<file path="src/rtl/alu_arbiter.sv">
// Round-robin sequencer sharing one combinational ALU between two requesters.
// One operation in flight: accept (IDLE), execute (EXEC), return result (RESP).
module alu_arbiter #(
  parameter int DATA_WIDTH  = 32,
  parameter int FUNC3_WIDTH = 3,
  parameter int FUNC7_WIDTH = 7
) (
  input  logic                   clk,
  input  logic                   rst,
  input  logic                   req0_valid,
  output logic                   req0_ready,
  input  logic [DATA_WIDTH-1:0]  req0_a,
  input  logic [DATA_WIDTH-1:0]  req0_b,
  input  logic [FUNC3_WIDTH-1:0] req0_func3,
  input  logic [FUNC7_WIDTH-1:0] req0_func7,
  input  logic                   req1_valid,
  output logic                   req1_ready,
  input  logic [DATA_WIDTH-1:0]  req1_a,
  input  logic [DATA_WIDTH-1:0]  req1_b,
  input  logic [FUNC3_WIDTH-1:0] req1_func3,
  input  logic [FUNC7_WIDTH-1:0] req1_func7,
  output logic                   rsp0_valid,
  input  logic                   rsp0_ready,
  output logic [DATA_WIDTH-1:0]  rsp0_data,
  output logic                   rsp1_valid,
  input  logic                   rsp1_ready,
  output logic [DATA_WIDTH-1:0]  rsp1_data,
  output logic [DATA_WIDTH-1:0]  alu_bus_A,
  output logic [DATA_WIDTH-1:0]  alu_bus_B,
  output logic [FUNC3_WIDTH-1:0] alu_func3,
  output logic [FUNC7_WIDTH-1:0] alu_func7,
  input  logic [DATA_WIDTH-1:0]  alu_bus_out,
  output logic                   busy
);

  typedef enum logic [1:0] {
    IDLE = 2'd0,
    EXEC = 2'd1,
    RESP = 2'd2
  } state_t;

  state_t                 state_q, state_d;
  logic                   last_grant_q, last_grant_d;
  logic                   owner_q, owner_d;
  logic [DATA_WIDTH-1:0]  a_q, a_d;
  logic [DATA_WIDTH-1:0]  b_q, b_d;
  logic [FUNC3_WIDTH-1:0] func3_q, func3_d;
  logic [FUNC7_WIDTH-1:0] func7_q, func7_d;
  logic [DATA_WIDTH-1:0]  result_q, result_d;

  logic any_valid_s;
  logic winner_s;

  // On contention the requester that did not win last time is chosen.
  assign any_valid_s = req0_valid | req1_valid;
  assign winner_s    = (req0_valid & req1_valid) ? ~last_grant_q : req1_valid;

  assign alu_bus_A = a_q;
  assign alu_bus_B = b_q;
  assign alu_func3 = func3_q;
  assign alu_func7 = func7_q;
  assign rsp0_data = result_q;
  assign rsp1_data = result_q;

  always_ff @(posedge clk or posedge rst) begin
    if (rst) begin
      state_q      <= IDLE;
      last_grant_q <= 1'b1;
      owner_q      <= 1'b0;
      a_q          <= '0;
      b_q          <= '0;
      func3_q      <= '0;
      func7_q      <= '0;
      result_q     <= '0;
    end else begin
      state_q      <= state_d;
      last_grant_q <= last_grant_d;
      owner_q      <= owner_d;
      a_q          <= a_d;
      b_q          <= b_d;
      func3_q      <= func3_d;
      func7_q      <= func7_d;
      result_q     <= result_d;
    end
  end

  always_comb begin
    state_d      = state_q;
    last_grant_d = last_grant_q;
    owner_d      = owner_q;
    a_d          = a_q;
    b_d          = b_q;
    func3_d      = func3_q;
    func7_d      = func7_q;
    result_d     = result_q;
    case (state_q)
      IDLE: begin
        if (any_valid_s) begin
          state_d      = EXEC;
          owner_d      = winner_s;
          last_grant_d = winner_s;
          if (winner_s) begin
            a_d     = req1_a;
            b_d     = req1_b;
            func3_d = req1_func3;
            func7_d = req1_func7;
          end else begin
            a_d     = req0_a;
            b_d     = req0_b;
            func3_d = req0_func3;
            func7_d = req0_func7;
          end
        end else begin
          state_d = IDLE;
        end
      end
      EXEC: begin
        result_d = alu_bus_out;
        state_d  = RESP;
      end
      RESP: begin
        if (owner_q ? rsp1_ready : rsp0_ready) begin
          state_d = IDLE;
        end else begin
          state_d = RESP;
        end
      end
      default: state_d = IDLE;
    endcase
  end

  always_comb begin
    req0_ready = 1'b0;
    req1_ready = 1'b0;
    rsp0_valid = 1'b0;
    rsp1_valid = 1'b0;
    busy       = (state_q != IDLE);
    case (state_q)
      IDLE: begin
        req0_ready = req0_valid & ~winner_s;
        req1_ready = req1_valid & winner_s;
      end
      EXEC: begin
        rsp0_valid = 1'b0;
        rsp1_valid = 1'b0;
      end
      RESP: begin
        rsp0_valid = ~owner_q;
        rsp1_valid = owner_q;
      end
      default: begin
        req0_ready = 1'b0;
        req1_ready = 1'b0;
      end
    endcase
  end

endmodule

</file>
<file path="config.mk">
export PLATFORM = sky130hd
export DESIGN_NAME = alu_arbiter
export DESIGN_NICKNAME = d
export VERILOG_FILES = /design/src/rtl/alu_arbiter.sv
export SDC_FILE = /design/constraint.sdc
export NUM_CORES = 1
export LEC_CHECK = 0
export CORE_AREA = 2 2 127 129
export DETAILED_ROUTE_END_ITERATION = 10
export DIE_AREA = 0 0 129 131
export PLACE_DENSITY = 0.76
export SLEW_MARGIN = 20
export SYNTH_ARGS = -nofsm -noshare
export SYNTH_HDL_FRONTEND = slang
export SYNTH_SLANG_ARGS = --single-unit
</file>
<file path="constraint.sdc">
create_clock -name clk -period 4.5 [get_ports clk]
set_input_delay 0.675 -clock clk [delete_from_list [all_inputs] [get_ports clk]]
set_output_delay 0.675 -clock clk [all_outputs]
set_load 0.005 [all_outputs]
</file>
### Word-level counts from Yosys, hierarchy flattened

Cells that the tools add are included.

* memories: 0
* output and inout port bits: 143
* RAM bits: 0
* memory bits (read-only): 0
* bits in latches: 0
* flip-flop bits (word level): 110
* bits of input ports: 186

* $add $sub $neg: 0
* equality and inequality tests: 2
* muxes and demuxes: 13
* div/mod/pow operators: 0
* $mul: 0
* shifts and indexed selects: 0
* bitwise gates (word level): 7
* reduce and logical (&&, ||, !) cells: 3
* magnitude comparators: 0

Operators by type and width (count)
* $mux W32: 2
* $mux W1: 7
* $mux W7: 1
* $pmux W2 S3: 1
* $and A1 B1 Y1: 3
* $mux W3: 1
* $not A1 Y1: 3
* $eq A2 B1 Y1 const B: 1
* $eq A2 B2 Y1 const B: 1
* $logic_not A2 Y1: 1
* $mux W2: 1
* $reduce_and A2 Y1: 1
* $reduce_bool A2 Y1: 1
* $or A1 B1 Y1: 1

### Logic depth before layout (Yosys ltp)

Gate-level depths: netlist (run 1).

* word-level depth: 5
* mapped depth: 6
* depth with buffers taken out: 3

### Worst setup path after synthesis (run 1)

Ideal clock, no wire load.

* path kind: input-to-output
* from: input port req1_valid
* to: output port req0_ready
* path slack: 2.395 ns
* buffers on the path: 3
* arrival: 1.430 ns
* data required time: 3.825 ns
* stages on the path: 5
* path through: a21bo_1 buf_6 buf_6 buf_6 and3_1

* word-level cells in the longest chain between the ends: 5

Ends and longest elaborated chain
* from (decl): RTL line 16 `input logic req1_valid,`
* $and A1 B1 Y1: RTL line 56 `assign winner_s = (req0_valid & req1_valid) ? ~last_grant_q : req1_valid;`
* $mux W1 *: RTL line 56
* $not A1 Y1 *: RTL line 140 `req0_ready = req0_valid & ~winner_s;`
* $and A1 B1 Y1 *: RTL line 140
* $mux W1 *: RTL line 138 `case (state_q)`
* to (decl): RTL line 11 `output logic req0_ready,`

Every way passes the cells marked *; elsewhere a longest branch is shown, timed or not.

### Worst setup path after layout (run 1)

* from: input port req0_valid
* to: output port req0_ready

* word-level cells in the longest chain between the ends: 5

Ends and longest elaborated chain
* from (decl): RTL line 10 `input logic req0_valid,`
* $and A1 B1 Y1: RTL line 56
* $mux W1: RTL line 56
* $not A1 Y1: RTL line 140
* $and A1 B1 Y1 *: RTL line 140
* $mux W1 *: RTL line 138

Marks and branches as above.

==> qor.txt, run 1 <==
Final Wtd Congestion -> 0.712
Post-synth EDFFs -> 0
top cell type's share of synthesized area -> 49.9%
total global routing overflow -> 0
Synth top cells by count -> mux2_2, dfrtp_1, mux2_4
CTS Root Cell -> clkbuf_16
CTS max path bufs -> 2
main combinational cell family by area after synthesis -> multiplexers
Routed wire per std cell -> 16.9 µm
CP max FO -> 38
Max IR drop VDD -> 0.270 mV
CTS Buf Count -> 9
Post-Synth Adder-Cell Area -> 0%
DRC Markers -> 0
hold_buf cts -> 0
Setup Crit Path Kind -> input port to output pin
slew margin rel. -> 56.0%
worst-skew pair later-pin latency -> 0.35 ns
Req. time, crit path -> 3.83 ns
Placed Cells -> 856
layout cells sized above 1 -> 31.4%
Initial Util -> 35.0%
number of global-route vias before repair -> 4172
post-CTS setup buffer count -> 0
post-synthesis xor/xnor area fraction -> 0%
initial antenna violation count -> 0
post-synthesis cell type count -> 18
top-count cell post-synth -> mux2_2
Netlist Area Pre-Place -> 5470 µm²
H-tree Lvls -> 3
pin count of the biggest net entering global routing -> 46
share of the yosys chip area belonging to registers -> 50.4%
Synth area leaders -> dfrtp_1, mux2_2, mux2_4
drt first-iter violations -> 126
core area -> 15600 µm²
diodes inserted -> 0
Worst Reg-to-Reg Cells -> 4
Filler cells -> 1261
Setup Total Neg Slack -> 0 ns
hold path cells -> 1
Top-Level Pins -> 329
Pwr per Cell Area -> 621 nW/µm²
syn_area_per_cell -> 15.2 µm²
max-slew violations -> 0
simple-gate share of the synthesized area -> 0.618%
Leakage -> 3.75 nW
die footprint -> 16900 µm²
Worst Path Arrival -> 2.52 ns
clk sinks -> 110
Top FF cell, synth -> dfrtp_1
Syn Inst Count -> 360
outcome -> finished, final reports clean
Startpoint Class -> input port
Setup violations, final -> 0
part of the cycle the worst path needs -> 70.9%
Port Buffers -> 328
GRT Util Overall -> 16.7%
Pre-antenna DRT Iters -> 4
Hold Fails Final Rpt -> 0
Finished Layout Cells -> 872
Slew @ Worst Pin -> 0.661 ns
DP HPWL -> 11.5 mm
Post-Route WL -> 14.8 mm
first-pass GRT wire length -> 21.7 mm
Worst Setup End Kind -> output pin
number of gates resized after CTS -> 0
final hold slack -> 0.506 ns
# rows -> 46
Period minus WS final -> 3.19 ns
leading area contributor after synthesis -> dfrtp_1
nets -> 837
Via density -> 4.53
async set-reset flop share out of synthesis -> 100%
Synth Warn # -> 0
CTS tree -> done
post-layout util -> 57.9%
Worst Hold Class -> flop to flop
Area Overhead vs Synth -> 65.2%
Die X-Extent -> 129 µm
final setup skew -> 0.00918 ns
Mapped Nets -> 546
remaining antenna violation count -> 0
Clk pin slew, worst setup/hold paths -> 0.07 ns
max_cap viols -> 0
synthesized flop and latch total -> 110
highest clock rate -> 0.313 GHz
RSZ-0062 raised after global routing -> no
DR vias -> 3954
Die H -> 131 µm
Compound-Gate Fraction of Synth Area -> 0.733%
post-synthesis mux area share -> 41.0%
==> report_power, final <==
part / internal, W / total [W] / switching, W
sequential: 0.00151 / 0.00184 / 0.000325
clock: 0.000490 / 0.000854 / 0.000364
combinational: 0.00204 / 0.00292 / 0.000878
total: 0.00404 / 0.00561 / 0.00157
==> kinds of logic (layout without fill, tap and decap cells) <==
| family | count (synthesis) | in the layout |
|---|---|---|
| AO/OA/AOI/OAI | 6 | 6 |
| multiplexers | 181 | 181 |
| buffers and inverters | 56 | 352 |
| AND/OR/NAND/NOR | 7 | 7 |
| flip-flops | 110 | 110 |
==> per-stage QoR <==
step / cell area (µm²) / power (W) / worst slack [ns]
floorplan: 5470 / 0.00326 / 0.924
global placement: 8680 / 0.00473 / 1.35
detailed placement: 8710 / 0.00482 / 1.25
CTS: 9030 / 0.00571 / 1.29
global route: 9030 / 0.00596 / 1.23
finish: 9030 / 0.00561 / 1.31
==> placed cells by master, fill, tap and decap left out, drive strengths merged <==
master / instances
a21oi: 1
mux2: 181
clkinv: 2
a21bo: 1
a31oi: 1
o21a: 1
buf: 5
o21ai: 1
nor2: 4
dfstp: 1
and3: 1
bufinv: 2
clkbuf: 9
nand2b: 2
o22ai: 1
inv: 4
clkinvlp: 2
clkdlybuf4s50: 328
dfrtp: 109
==> per-layer routing <==
layer	vias up	part of all wire [%]	wire length [µm]	track usage (%)
li1	1822	-	-	-
met1	1922	36	5310	17.8
met2	191	54	7920	30.8
met3	19	8.6	1270	5.09
met4	0	1.9	280	6.71
met5	-	0	0	0
==> cell type report <==
class | count | area (µm²) | share of cell area, %
repair buffers | 333 | 3340 | 37.0
flip-flops and latches | 110 | 2750 | 30.5
multi-input cells | 194 | 2330 | 25.8
well taps | 216 | 270 | 2.99
clock buffers | 9 | 225 | 2.49
clock inverters | 7 | 97.6 | 1.08
inverters | 3 | 13.8 | 0.152
==> sequential cells by signal (all words and copies together) (netlist names) <==
register,flops
alu_bus_A,32
alu_bus_B,32
rsp0_data,32
alu_func7,7
alu_func3,3
state_q,2
last_grant_q,1
owner_q,1
==> final timing paths <==
check / from / to / slack, ns
worst max-delay path: req0_valid / req0_ready / 1.31
worst min-delay path: alu_bus_B[20]$_DFFE_PP0P_ / alu_bus_B[20]$_DFFE_PP0P_ / 0.51
worst max register to register: last_grant_q$_DFFE_PP1P_ / alu_bus_B[19]$_DFFE_PP0P_ / 2.03
worst min register to register: alu_bus_B[20]$_DFFE_PP0P_ / alu_bus_B[20]$_DFFE_PP0P_ / 0.51
max in group asynchronous: rst / alu_bus_B[22]$_DFFE_PP0P_ / 2.90
min in group asynchronous: rst / alu_bus_A[19]$_DFFE_PP0P_ / 0.73
==> critical path: stages <==
cell	delay, ns
clkdlybuf4s50_1	0.57
a21bo_4	0.50
and3_1	0.24
clkdlybuf4s50_1	0.53
Note: power is estimated with default switching activity, not from simulation.
==> run 2: changes to the inputs <==
--- a/config.mk
+++ b/config.mk
@@ -5,10 +5,10 @@
 export SDC_FILE = /design/constraint.sdc
 export NUM_CORES = 1
 export LEC_CHECK = 0
-export CORE_AREA = 2 2 127 129
+export CORE_MARGIN = 2
+export CORE_UTILIZATION = 34
 export DETAILED_ROUTE_END_ITERATION = 10
-export DIE_AREA = 0 0 129 131
-export PLACE_DENSITY = 0.76
+export PLACE_DENSITY = 0.77
 export SLEW_MARGIN = 20
 export SYNTH_ARGS = -nofsm -noshare
 export SYNTH_HDL_FRONTEND = slang
==> constraint.sdc (replaced) <==
create_clock -name clk -period 2.9 [get_ports clk]
set_input_delay 0.435 -clock clk [delete_from_list [all_inputs] [get_ports clk]]
set_output_delay 0.435 -clock clk [all_outputs]
set_load 0.005 [all_outputs]
==> run 2 against run 1 <==
  * Die area grew 1.2%
  * Largest cell class unchanged
  * Count of clock-buffer cells in the layout grew 4
  * Worst hold slack gained 0.00083 ns
  * Critical path type is now flop to output pin
==> qor.txt, run 2 (synthesis gave the netlist of run 1 again) <==
hold_buf cts -> 0
Worst Hold Launch -> alu_bus_B[23]$_DFFE_PP0P_
final setup skew -> 0.00880 ns
slew margin rel. -> 61.1%
most common cell after layout, fill and taps aside -> clkdlybuf4s50_1
highest clock rate -> 0.417 GHz
final hold slack -> 0.507 ns
Worst Path Arrival -> 1.96 ns
Setup Crit Path Kind -> flop to output pin
DRC Markers -> 0
Startpoint Class -> flop
# rows -> 46
worst-skew pair later-pin latency -> 0.34 ns
Port Buffers -> 328
pin count of the biggest net entering global routing -> 111
die footprint -> 17100 µm²
CP max FO -> 5
Die X-Extent -> 131 µm
CTS max path bufs -> 2
DP HPWL -> 11.5 mm
Req. time, crit path -> 2.47 ns
Slew @ Worst Pin -> 0.584 ns
Tot Pwr -> 0.00869 W
Pre-antenna DRT Iters -> 3
Setup violations, final -> 0
core area -> 15800 µm²
Die H -> 131 µm
Hold Fails Final Rpt -> 0
DR vias -> 3944
Leakage -> 3.76 nW
drt first-iter violations -> 115
GRT Util Overall -> 17.1%
total global routing overflow -> 0
Top-Level Pins -> 329
Routed wire per std cell -> 17.2 µm
Max IR drop VDD -> 0.597 mV
Post-Route WL -> 15.1 mm
Worst Hold Class -> flop to flop
RSZ-0062 raised after global routing -> no
nets -> 838
layout cells sized above 1 -> 31.5%
CTS Root Cell -> clkbuf_16
CTS tree -> done
Worst Setup End Kind -> output pin
Via density -> 4.52
part of the cycle the worst path needs -> 82.7%
outcome -> finished, final reports clean
WHS Endpoint -> alu_bus_B[23]$_DFFE_PP0P_
max-slew violations -> 0
r2r endpoint -> alu_bus_A[27]$_DFFE_PP0P_
remaining antenna violation count -> 0
first-pass GRT wire length -> 22.2 mm
H-tree Lvls -> 3
Setup Total Neg Slack -> 0 ns
CTS Buf Count -> 9
number of global-route vias before repair -> 4219
Pwr per Cell Area -> 960 nW/µm²
Initial Util -> 34.7%
initial antenna violation count -> 0
most frequent cells in the layout -> clkdlybuf4s50_1, mux2_2, dfrtp_1
Period minus WS final -> 2.40 ns
hold path cells -> 1
post-CTS setup buffer count -> 0
Final Wtd Congestion -> 0.703
max_cap viols -> 0
diodes inserted -> 0
Clk pin slew, worst setup/hold paths -> 0.07 ns
worst reg2reg setup slack -> 0.91 ns
worst r2r src -> state_q[1]$_DFF_PP0_
clk sinks -> 110
number of gates resized after CTS -> 0
Area Overhead vs Synth -> 65.7%
Worst Reg-to-Reg Cells -> 4
[run 2: changes by cell type in the layout (fill, tap and decap cells not counted)]
cell,before,now
clkinv_4,1,0
clkinv_2,1,2
inv_6,1,0
buf_16,1,0
clkbuf_8,0,4
bufinv_16,2,1
inv_4,1,0
buf_4,4,3
buf_12,0,3
clkinvlp_4,2,1
[run 2: how the worst max path moves through the flow]
stage                                     from                        end  slack, ns  depth (start not counted)
after global placement              req0_valid  alu_bus_B[19]$_DFFE_PP0P_       0.49                          5
after detailed placement            req0_valid  alu_bus_A[28]$_DFFE_PP0P_       0.44                          5
after floorplan                            rst   alu_bus_A[0]$_DFFE_PP0P_       1.14                          1
after global routing      state_q[1]$_DFF_PP0_                 req1_ready       0.35                          4
after CTS                 state_q[1]$_DFF_PP0_                 req1_ready       0.41                          4
final                     state_q[1]$_DFF_PP0_                 req1_ready       0.50                          4
[run 2: layout make-up]
cell class | count | area (µm²)
repair buffers | 334 | 3370
well taps | 216 | 270
multi-input cells | 194 | 2330
clock inverters | 3 | 40.0
clock buffers | 13 | 280
inverters | 3 | 15.0
flip-flops and latches | 110 | 2750
fillers | 1278 | 6720
[run 2: power by group]
part           switching (W)  internal, W  leakage [nW]  total [W]
Combinational        0.00137      0.00318          2.31    0.00454
Sequential          0.000501      0.00234          1.29    0.00285
Clock               0.000542     0.000762         0.162    0.00130
[run 2: routing by layer]
layer	up-vias	GRT usage [%]	routed length, µm
met2	195	31.5	7990
met3	20	5.62	1350
met5	-	0	0
met4	0	6.88	328
met1	1910	17.9	5390
li1	1819	-	-
[run 2: stage by stage]
step                setup slack [ns]  cell area, µm²  utilization (%)  cells
floorplan                       1.14            5470                -    360
finish                         0.500            9050             57.4    873
global route                   0.352            9050             57.4    873
CTS                            0.410            9050             57.4    873
detailed placement             0.445            8730             55.4    857
global placement               0.486            8730             55.4    857
[run 2: worst max-delay path, cell delays in order, from the launching register on]
cell,delay (ns)
dfrtp_1,0.39
nor2_1,0.39
inv_1,0.20
nor2_1,0.14
clkdlybuf4s50_1,0.50
